<file path="src/rtl/trans_fifo_rd_ctrl_if.sv">
// FIFO read-port and XGMII TX bundle between the read-side controller and its neighbours.
// master = controller side, slave = FIFO/MAC side.
interface trans_fifo_rd_ctrl_if;
  logic [71:0] fifo_q;
  logic [9:0]  fifo_rdusedw;
  logic        fifo_rdempty;
  logic        fifo_rdreq;
  logic [63:0] xgmii_txd;
  logic [7:0]  xgmii_txc;

  modport master (
    input  fifo_q, fifo_rdusedw, fifo_rdempty,
    output fifo_rdreq, xgmii_txd, xgmii_txc
  );

  modport slave (
    output fifo_q, fifo_rdusedw, fifo_rdempty,
    input  fifo_rdreq, xgmii_txd, xgmii_txc
  );
endinterface

</file>
<file path="src/rtl/trans_fifo_rd_ctrl.sv">
// Read-side controller for the 72-bit transceiver TX FIFO: gates frame start on fill level or timeout,
// streams words onto XGMII, enforces the inter-packet gap and turns underrun into an error frame.
module trans_fifo_rd_ctrl #(
  parameter int unsigned START_THRESH = 16,
  parameter int unsigned START_TMO    = 64,
  parameter int unsigned IPG_WORDS    = 2
) (
  input  logic                 clk,
  input  logic                 rst_n,
  input  logic                 link_up,
  trans_fifo_rd_ctrl_if.master bus,
  output logic                 underrun,
  output logic [15:0]          frame_cnt,
  output logic [15:0]          err_cnt
);

  localparam int unsigned TMO_W = (START_TMO > 1) ? $clog2(START_TMO) : 1;
  localparam int unsigned IPG_W = (IPG_WORDS > 1) ? $clog2(IPG_WORDS) : 1;
  localparam logic [TMO_W-1:0] TMO_LAST = TMO_W'(START_TMO - 1);
  localparam logic [IPG_W-1:0] IPG_LAST = IPG_W'(IPG_WORDS - 1);
  localparam logic [63:0] IDLE_TXD = 64'h0707070707070707;
  localparam logic [63:0] ERR_TXD  = 64'hFEFEFEFEFEFEFEFE;

  typedef enum logic [2:0] {
    S_IDLE,
    S_START,
    S_STREAM,
    S_FLUSH,
    S_IPG
  } state_e;

  state_e           state_q, state_d;
  logic             q_vld_q, q_vld_d;
  logic [TMO_W-1:0] tmo_q, tmo_d;
  logic [IPG_W-1:0] ipg_q, ipg_d;
  logic [63:0]      txd_q, txd_d;
  logic [7:0]       txc_q, txc_d;
  logic             underrun_q, underrun_d;
  logic [15:0]      frame_cnt_q, frame_cnt_d;
  logic [15:0]      err_cnt_q, err_cnt_d;

  logic             rdreq, sop, eop, err_inc, frame_inc, start_ok;
  logic [7:0]       q_ctrl;
  logic [63:0]      q_data;

  assign q_ctrl = bus.fifo_q[71:64];
  assign q_data = bus.fifo_q[63:0];
  assign sop    = q_ctrl[0] && (q_data[7:0] == 8'hFB);

  always_comb begin
    eop = 1'b0;
    for (int unsigned i = 0; i < 8; i++) begin
      if (q_ctrl[i] && (q_data[8*i +: 8] == 8'hFD)) eop = 1'b1;
    end
  end

  assign start_ok = link_up &&
                    ((32'(bus.fifo_rdusedw) >= START_THRESH) ||
                     (!bus.fifo_rdempty && (tmo_q == TMO_LAST)));

  always_comb begin
    state_d    = state_q;
    tmo_d      = '0;
    ipg_d      = '0;
    txd_d      = IDLE_TXD;
    txc_d      = '1;
    underrun_d = 1'b0;
    rdreq      = 1'b0;
    err_inc    = 1'b0;
    frame_inc  = 1'b0;
    unique case (state_q)
      S_IDLE: begin
        if (!bus.fifo_rdempty) tmo_d = (tmo_q == TMO_LAST) ? tmo_q : tmo_q + 1'b1;
        if (start_ok) state_d = S_START;
      end
      // First cycle issues the SOP read; second cycle judges it and, if it is a SOP,
      // already requests the next word so the stream stays back-to-back.
      S_START: begin
        if (!q_vld_q) begin
          rdreq = ~bus.fifo_rdempty;
        end else if (sop) begin
          txd_d = q_data;
          txc_d = q_ctrl;
          rdreq = ~bus.fifo_rdempty & ~eop;
          if (eop) begin
            frame_inc = 1'b1;
            state_d   = S_IPG;
          end else begin
            state_d   = S_STREAM;
          end
        end else begin
          err_inc = 1'b1;
          state_d = S_IDLE;
        end
      end
      S_STREAM: begin
        rdreq = ~bus.fifo_rdempty & ~(q_vld_q & eop);
        if (q_vld_q && eop) begin
          txd_d     = q_data;
          txc_d     = q_ctrl;
          frame_inc = 1'b1;
          state_d   = S_IPG;
        end else if (!q_vld_q || !link_up) begin
          txd_d      = ERR_TXD;
          underrun_d = 1'b1;
          err_inc    = 1'b1;
          state_d    = S_FLUSH;
        end else begin
          txd_d = q_data;
          txc_d = q_ctrl;
        end
      end
      S_FLUSH: begin
        rdreq = ~bus.fifo_rdempty & ~(q_vld_q & eop);
        if (q_vld_q && eop) state_d = S_IPG;
      end
      S_IPG: begin
        if (ipg_q == IPG_LAST) state_d = S_IDLE;
        else                   ipg_d   = ipg_q + 1'b1;
      end
      default: state_d = S_IDLE;
    endcase
    q_vld_d     = rdreq;
    frame_cnt_d = frame_cnt_q + {15'd0, frame_inc};
    err_cnt_d   = (err_inc && (err_cnt_q != '1)) ? err_cnt_q + 16'd1 : err_cnt_q;
  end

  always_ff @(posedge clk or negedge rst_n) begin
    if (!rst_n) begin
      state_q     <= S_IDLE;
      q_vld_q     <= 1'b0;
      tmo_q       <= '0;
      ipg_q       <= '0;
      txd_q       <= IDLE_TXD;
      txc_q       <= '1;
      underrun_q  <= 1'b0;
      frame_cnt_q <= '0;
      err_cnt_q   <= '0;
    end else begin
      state_q     <= state_d;
      q_vld_q     <= q_vld_d;
      tmo_q       <= tmo_d;
      ipg_q       <= ipg_d;
      txd_q       <= txd_d;
      txc_q       <= txc_d;
      underrun_q  <= underrun_d;
      frame_cnt_q <= frame_cnt_d;
      err_cnt_q   <= err_cnt_d;
    end
  end

  assign bus.fifo_rdreq = rdreq;
  assign bus.xgmii_txd  = txd_q;
  assign bus.xgmii_txc  = txc_q;
  assign underrun       = underrun_q;
  assign frame_cnt      = frame_cnt_q;
  assign err_cnt        = err_cnt_q;

endmodule

</file>
<file path="src/flat_wrapper.sv">
// flat-port wrapper written by rule: the top's interface ports become plain ports
module trans_fifo_rd_ctrl_flat 
#(
  parameter int unsigned START_THRESH = 16,
  parameter int unsigned START_TMO    = 64,
  parameter int unsigned IPG_WORDS    = 2
)
  (clk, rst_n, link_up, underrun, frame_cnt, err_cnt, bus_fifo_q, bus_fifo_rdusedw, bus_fifo_rdempty, bus_fifo_rdreq, bus_xgmii_txd, bus_xgmii_txc);
  trans_fifo_rd_ctrl_if bus_i ();
  input  logic clk;
  input  logic rst_n;
  input  logic link_up;
  output logic underrun;
  output logic [15:0] frame_cnt;
  output logic [15:0] err_cnt;
  input wire logic [$bits(bus_i.fifo_q)-1:0] bus_fifo_q;
  input wire logic [$bits(bus_i.fifo_rdusedw)-1:0] bus_fifo_rdusedw;
  input wire logic [$bits(bus_i.fifo_rdempty)-1:0] bus_fifo_rdempty;
  output wire logic [$bits(bus_i.fifo_rdreq)-1:0] bus_fifo_rdreq;
  output wire logic [$bits(bus_i.xgmii_txd)-1:0] bus_xgmii_txd;
  output wire logic [$bits(bus_i.xgmii_txc)-1:0] bus_xgmii_txc;
  assign bus_i.fifo_q = bus_fifo_q;
  assign bus_i.fifo_rdusedw = bus_fifo_rdusedw;
  assign bus_i.fifo_rdempty = bus_fifo_rdempty;
  assign bus_fifo_rdreq = bus_i.fifo_rdreq;
  assign bus_xgmii_txd = bus_i.xgmii_txd;
  assign bus_xgmii_txc = bus_i.xgmii_txc;
  trans_fifo_rd_ctrl #(.START_THRESH(START_THRESH), .START_TMO(START_TMO), .IPG_WORDS(IPG_WORDS)) u_core (.clk(clk), .rst_n(rst_n), .link_up(link_up), .bus(bus_i), .underrun(underrun), .frame_cnt(frame_cnt), .err_cnt(err_cnt));
endmodule
</file>
<file path="config.mk">
export PLATFORM = sky130hd
export DESIGN_NAME = trans_fifo_rd_ctrl_flat
export DESIGN_NICKNAME = d
export VERILOG_FILES = /design/src/rtl/trans_fifo_rd_ctrl_if.sv /design/src/rtl/trans_fifo_rd_ctrl.sv /design/src/flat_wrapper.sv
export SDC_FILE = /design/constraint.sdc
export NUM_CORES = 1
export LEC_CHECK = 0
export ABC_AREA = 1
export BUFFER_PORTS_ARGS = -buffer_cell sky130_fd_sc_hd__buf_4
export CORE_ASPECT_RATIO = 0.8
export CORE_UTILIZATION = 49
export DETAILED_ROUTE_END_ITERATION = 10
export PLACE_DENSITY = 0.79
export REMOVE_ABC_BUFFERS = 1
export SLEW_MARGIN = 15
export SYNTH_ARGS = -nofsm -noshare
export SYNTH_HDL_FRONTEND = slang
export SYNTH_SLANG_ARGS = --single-unit
</file>
<file path="constraint.sdc">
create_clock -name clk -period 2.9 [get_ports clk]
set_input_delay 0.58 -clock clk [delete_from_list [all_inputs] [get_ports clk]]
set_output_delay 0.58 -clock clk [all_outputs]
set_load 0.005 [all_outputs]
</file>
=== Word-level counts from Yosys, hierarchy flattened ===
Cells that the tools add are included.

* Flip-flop bits (word level): 116
* Output and inout bits: 106

* Eq/ne operators: 21
* Mux-type cells: 46
* Reductions and logical operators: 21
* Add/subtract/negate cells: 4
* Bitwise logic cells: 6
* Magnitude comparators: 1

{| class="wikitable"
|+ Operator list
! cell !! count
|-
| 64-bit 2-to-1 mux || 4
|-
| 64-bit one-hot mux with 2 select lines || 1
|-
| 8-bit == test, second input constant || 9
|-
| 8-bit 2-to-1 mux || 4
|-
| 3-bit 2-to-1 mux || 8
|-
| 1-bit 2-to-1 mux || 21
|-
| 6-bit 2-to-1 mux || 3
|-
| 16-bit by 1-bit adder with 16-bit output || 1
|-
| 16-bit by 1-bit adder with 16-bit output, second input constant || 1
|-
| 16-bit != test, second input constant || 1
|-
| 8-bit one-hot mux with 2 select lines || 1
|-
| 3-bit one-hot mux with 5 select lines || 1
|-
| 1-bit logical AND || 13
|-
| 10-bit by 5-bit >= comparator with 1-bit output, second input constant || 1
|-
| 2-bit by 1-bit != test with 1-bit output, second input constant || 4
|-
| 6-bit by 1-bit adder with 6-bit output, second input constant || 1
|-
| 3-bit by 2-bit == test with 1-bit output, second input constant || 2
|-
| 6-bit == test, second input constant || 1
|-
| 1-bit one-hot mux with 2 select lines || 3
|-
| 5-bit AND reduction || 1
|-
| 1-bit AND || 3
|-
| 3-bit by 1-bit == test with 1-bit output, second input constant || 1
|-
| 3-bit == test, second input constant || 1
|-
| 1-bit zero test || 3
|-
| 7 further kinds || 10
|}

=== Logic depth before layout (Yosys ltp) ===
* Word-level depth: 15
* Mapped depth: 18
* Depth with buffers taken out: 18

=== Worst setup path before layout ===
Ideal clock, no wire load.

* Kind: input to register
* Start point: input bus_fifo_q[3]
* End point: register u_core.frame_cnt_q[12] (netlist: u_core.frame_cnt[12])
* Arrival: 2,321 ps
* Stages on the path: 17
* Required time: 2,821 ps
* Setup slack: 500 ps
* Setup time: 79 ps
* Buffers on the path: 0
* Path through: nand2_1 -> nor2_1 -> nand2_1 -> nand2_1 -> nor2_2 -> nand2_2 -> nand2_4 -> a21oi_1 -> ha_1 -> ha_1 -> nand3_1 -> nor2_1 -> nand3_1 -> nor2_1 -> nand2_1 -> nor2_1 -> xor2_1

* Longest elaborated chain between the ends: 15

{| class="wikitable"
|+ Ends and longest elaborated chain
! element !! RTL line !! text
|-
| start: declaration || flat_wrapper.sv:16 || <nowiki>input wire logic [$bits(bus_i.fifo_q)-1:0] bus_fifo_q;</nowiki>
|-
| 8-bit == test || trans_fifo_rd_ctrl.sv:53 || <nowiki>if (q_ctrl[i] && (q_data[8*i +: 8] == 8'hFD)) eop = 1'b1;</nowiki>
|-
| 1-bit logical AND || trans_fifo_rd_ctrl.sv:53 ||
|-
| 1-bit 2-to-1 mux (8 in series) || trans_fifo_rd_ctrl.sv:53 ||
|-
| 1-bit 2-to-1 mux || trans_fifo_rd_ctrl.sv:85 || <nowiki>if (eop) begin</nowiki>
|-
| 1-bit 2-to-1 mux || trans_fifo_rd_ctrl.sv:81 || <nowiki>end else if (sop) begin</nowiki>
|-
| 1-bit 2-to-1 mux || trans_fifo_rd_ctrl.sv:79 || <nowiki>if (!q_vld_q) begin</nowiki>
|-
| 1-bit one-hot mux with 2 select lines (*) || trans_fifo_rd_ctrl.sv:71 || <nowiki>unique case (state_q)</nowiki>
|-
| 16-bit by 1-bit adder with 16-bit output (*) || trans_fifo_rd_ctrl.sv:124 || <nowiki>frame_cnt_d = frame_cnt_q + {15'd0, frame_inc};</nowiki>
|-
| via u_core.frame_cnt_d[12] || trans_fifo_rd_ctrl.sv:39 || <nowiki>logic [15:0] frame_cnt_q, frame_cnt_d;</nowiki>
|-
| end signal: assignment || trans_fifo_rd_ctrl.sv:147 || <nowiki>frame_cnt_q <= frame_cnt_d;</nowiki>
|-
| end: declaration || trans_fifo_rd_ctrl.sv:39 ||
|}

The timed path passes the listed nets; every way through them passes the cells marked *.
A chain may end at the register's enable or synchronous reset.

=== Worst setup path after layout ===
* Start point: register u_core.state_q[1]
* End point: register u_core.frame_cnt_q[12] (netlist: u_core.frame_cnt[12])

* Longest elaborated chain between the ends: 3

{| class="wikitable"
|+ Ends and longest elaborated chain
! element !! RTL line !! text
|-
| start: declaration || trans_fifo_rd_ctrl.sv:32 || <nowiki>state_e state_q, state_d;</nowiki>
|-
| start signal: assignment || trans_fifo_rd_ctrl.sv:140 || <nowiki>state_q <= state_d;</nowiki>
|-
| 3-bit by 2-bit == test with 1-bit output or 3-bit by 1-bit == test with 1-bit output (tied branches) || trans_fifo_rd_ctrl.sv:71 ||
|-
| 1-bit one-hot mux with 2 select lines (*) || trans_fifo_rd_ctrl.sv:71 ||
|-
| 16-bit by 1-bit adder with 16-bit output (*) || trans_fifo_rd_ctrl.sv:124 ||
|-
| via u_core.frame_cnt_d[12] || trans_fifo_rd_ctrl.sv:39 ||
|}

Marks and branches as above.

==> impl_metrics.csv <==
group,metric,value,unit
sta,final_max_slew_viol_count,0,
worst_setup_path,critical_path.cell_chain,"inv_2, nor2_2, inv_2, nor2_4, inv_2, a21oi_1, ha_1, ha_1, nand3_1, nor2_1, nand3_1, nor2_1, nand2_1, nor2_1, xor2_1",
status,status,"completed",
sta,final_hold_viol_count,0,
sta,fin_tns_setup,0,ns
floorplan,num_io_pins,192,
routing,num_vias,4619,
clock_network,tritoncts.num_buffers,17,
sta,timing.slew.headroom,0.332,
sta,layout_setup_ws,0.218,ns
floorplan,core_region_area,0.00989,mm^2
sta,finClkSkew,0.00548,ns
worst_setup_path,critical_path_required,3.23,ns
worst_setup_path,critical-path-top-delay-family,"simple AND/OR/NAND/NOR gates",
run,max_cap_violations,0,
grt,first_global_vias,4470,
sta,period_minus_slack,2.68,ns
power_and_ir_drop,power,4.46,mW
place,port_buf_inserts,187,
routing,final_antenna_net_count,0,
clock_network,max-clock-path-buffers,2,
worst_setup_path,timing.reg2reg.setup_slack,0.22,ns
power_and_ir_drop,powerDensity,608,mW/mm^2
clock_network,cts_htree_levels,4,
worst_setup_path,timing.critical_path.arrival,3.02,ns
worst_setup_path,r2r-start,"u_core.state_q[1]$_DFFE_PN0P_",
logic_synthesis,async_reset_ff_frac,1.00,
cells_and_area,area.growth.synth_to_final,43.2,%
logic_synthesis,synth_edf_count,0,
logic_synthesis,yosys-top-cells-area,"sky130_fd_sc_hd__dfrtp_1, sky130_fd_sc_hd__dfstp_2, sky130_fd_sc_hd__nand2_1",
logic_synthesis,synth_largest_type_area_fraction,0.410,
routing,drc,0,
routing,wl_per_cell,15.6,um
cells_and_area,area.sequential,0.00294,mm^2
cells_and_area,final.fill_count,721,
floorplan,rows,32,
hold_path,min-delay-path-class,"input port to asynchronous set/reset pin",
grt,grt_util_all_layers,0.277,
sta,final-setup-viol-count,0,
logic_synthesis,synth.yosys.warnings,0,
logic_synthesis,ys_types,36,
clock_network,clock_sinks,116,
grt,grt_start_max_net_pins,56,
worst_setup_path,timing_worst_setup_path_type,"flip-flop to flip-flop",
logic_synthesis,synth_top_area_cell,"sky130_fd_sc_hd__dfrtp_1",
logic_synthesis,yosys_most_used_dff,"sky130_fd_sc_hd__dfrtp_1",
worst_setup_path,startpoint,"u_core.state_q[1]$_DFFE_PN0P_",
worst_setup_path,critical_path.startpoint_type,"flip-flop",
clock_network,clock_root_buffer,"sky130_fd_sc_hd__clkbuf_16",
worst_setup_path,cp_slowest_stage_delay,0.42,ns
clock_network,tritoncts_clock_tree,"yes",
logic_synthesis,synth-seq-area-share,0.574,
floorplan,die_w,116,um
floorplan,dieArea,0.0109,mm^2
cells_and_area,design.final.nets,850,
cells_and_area,antenna-diode-count,0,
sta,final_min_period_over_clock_period,0.925,
place,gpl.final_weighted_congestion,0.851,
grt,antenna_violations_before_repair,0,
cells_and_area,multi_input_comb_area,0.00192,mm^2
logic_synthesis,post_synth_instance_area,0.00512,mm^2
worst_setup_path,worst_path_max_delay_cell,"sky130_fd_sc_hd__dfrtp_1",
place,dpl_worst_slack,0.00894,ns
sta,slew_worst_pin,1.00,ns
routing,via_per_inst,5.08,
floorplan,die_h,93.5,um
worst_setup_path,cp_num_buf_inv,3,
routing,detail_route.wirelength,14200,um
logic_synthesis,synth-seq-cells,116,
floorplan,initial_core_util,0.518,
grt,overflow,0,
logic_synthesis,postSynthCellCount,563,
grt,first_pass_grt_wire_length,22200,um
routing,dr.first_iter.drc_count,370,
clock_network,clk_pin_slew,0.05,ns
worst_setup_path,crit-reg2reg-capture,"u_core.frame_cnt[12]$_DFF_PN0_",
power_and_ir_drop,leakage,3.90,nW
power_and_ir_drop,peakVddDrop,0.000407,V
clock_network,clock_insertion_delay_worst_skew,0.41,ns
worst_setup_path,timing.critical_path.fanout_max,6,
sta,maxClockFrequency,0.373,GHz
worst_setup_path,rr_worst_depth,15,
routing,drt-pass1-iter-count,6,
cells_and_area,drive_gt1_frac,0.380,
place,hpwlAfterDp,9830,um
worst_setup_path,worstSetupEndpointType,"flip-flop",
logic_synthesis,synthesis.area_per_instance,9.10,um^2
==> worst max path at each step <==
| stage | endpoint | slack (ns) | depth (start not counted) |
|---|---|---|---|
| 5_1_grt | u_core.frame_cnt[12]$_DFF_PN0_ | -0.001 | 15 |
| 4_1_cts | u_core.frame_cnt[12]$_DFF_PN0_ | 0.13 | 15 |
| 3_3_place_gp | u_core.frame_cnt[12]$_DFF_PN0_ | 0.12 | 18 |
| 3_5_place_dp | u_core.frame_cnt[12]$_DFF_PN0_ | 0.009 | 18 |
| 6_report | u_core.frame_cnt[12]$_DFF_PN0_ | 0.22 | 15 |
| 2_1_floorplan | u_core.frame_cnt[12]$_DFF_PN0_ | 0.50 | 17 |
==> what timing repair did <==
item | in CTS | in global routing
resized for setup | 0 | 1
hold buffers | 0 | 0
setup buffers | 0 | 2
setup endpoints to repair | 0 | 4
==> kinds of logic after synthesis <==
| logic type | share of synthesized area |
|---|---|
| AO/OA/AOI/OAI | 0.0476 |
| adder cells (fa/ha/maj) | 0.00977 |
| buffers and inverters | 0.0520 |
| XOR/XNOR | 0.0462 |
| flip-flops | 0.574 |
| AND/OR/NAND/NOR | 0.270 |
==> per-layer routing <==
| layer | up-vias | share of wire | track usage |
|---|---|---|---|
| met3 | 28 | 0.069 | 0.0836 |
| met2 | 192 | 0.49 | 0.442 |
| met4 | 0 | 0.026 | 0.127 |
| met5 | - | 0 | 0 |
| met1 | 2216 | 0.42 | 0.344 |
| li1 | 2183 | - | - |
==> report_power, final <==
group          switching (mW)  internal, mW
clock network           0.748          1.54
logic                   0.262         0.189
registers              0.0538          1.67
total                    1.06          3.40
==> stage by stage <==
stage / utilization / area (um^2) / std cells / hold slack [ns]
after floorplan: - / 5030 / 547 / 0.284
after global placement: 0.674 / 6670 / 875 / 0.419
after detailed placement: 0.674 / 6670 / 875 / 0.418
after CTS: 0.740 / 7320 / 907 / 0.240
after global routing: 0.742 / 7340 / 909 / 0.276
final: 0.742 / 7340 / 909 / 0.234
==> cells in the final DEF (no fill, tap or decap), types with 2 or more instances in the layout <==
master,n
sky130_fd_sc_hd__clkinv_2,4
sky130_fd_sc_hd__clkinvlp_4,4
sky130_fd_sc_hd__inv_2,19
sky130_fd_sc_hd__o21ai_0,3
sky130_fd_sc_hd__nor3_1,9
sky130_fd_sc_hd__o21ai_1,7
sky130_fd_sc_hd__nor2_1,65
sky130_fd_sc_hd__dfrtp_1,84
sky130_fd_sc_hd__nor3_2,3
sky130_fd_sc_hd__clkbuf_16,17
sky130_fd_sc_hd__bufinv_16,5
sky130_fd_sc_hd__nand2_4,3
sky130_fd_sc_hd__xor2_1,16
sky130_fd_sc_hd__nand3_2,2
sky130_fd_sc_hd__nor2_2,3
sky130_fd_sc_hd__ha_1,4
sky130_fd_sc_hd__dfstp_2,32
sky130_fd_sc_hd__inv_1,27
sky130_fd_sc_hd__buf_4,192
sky130_fd_sc_hd__xnor2_1,11
sky130_fd_sc_hd__a21oi_1,11
sky130_fd_sc_hd__nor4_1,2
sky130_fd_sc_hd__nand3_1,52
sky130_fd_sc_hd__o21a_1,15
sky130_fd_sc_hd__nand2_1,167
sky130_fd_sc_hd__buf_12,2
==> cell type report <==
| cell class | instances | share of cell area |
|---|---|---|
| inverter | 47 | 0.0240 |
| clock buffer | 18 | 0.0599 |
| clock inverter | 14 | 0.0285 |
| multi-input combinational | 384 | 0.261 |
| timing repair buffer | 194 | 0.202 |
| sequential | 116 | 0.401 |
| tap | 136 | 0.0232 |
==> state kept, by name (all words and copies together), names as in the netlist <==
name                  cells
u_core.bus.xgmii_txc      8
u_core.bus.xgmii_txd     64
u_core.err_cnt           16
u_core.frame_cnt         16
u_core.ipg_q              1
u_core.q_vld_q            1
u_core.state_q            3
u_core.tmo_q              6
u_core.underrun           1
==> cell usage after synthesis, drive strengths merged (11+ instances only) <==
cell / number
a21oi: 12
buf: 15
dfrtp: 84
dfstp: 32
inv: 46
nand2: 171
nand3: 55
nor2: 69
nor3: 12
o21a: 15
xnor2: 11
xor2: 16
No activity file was read; power rests on OpenSTA's default activity.
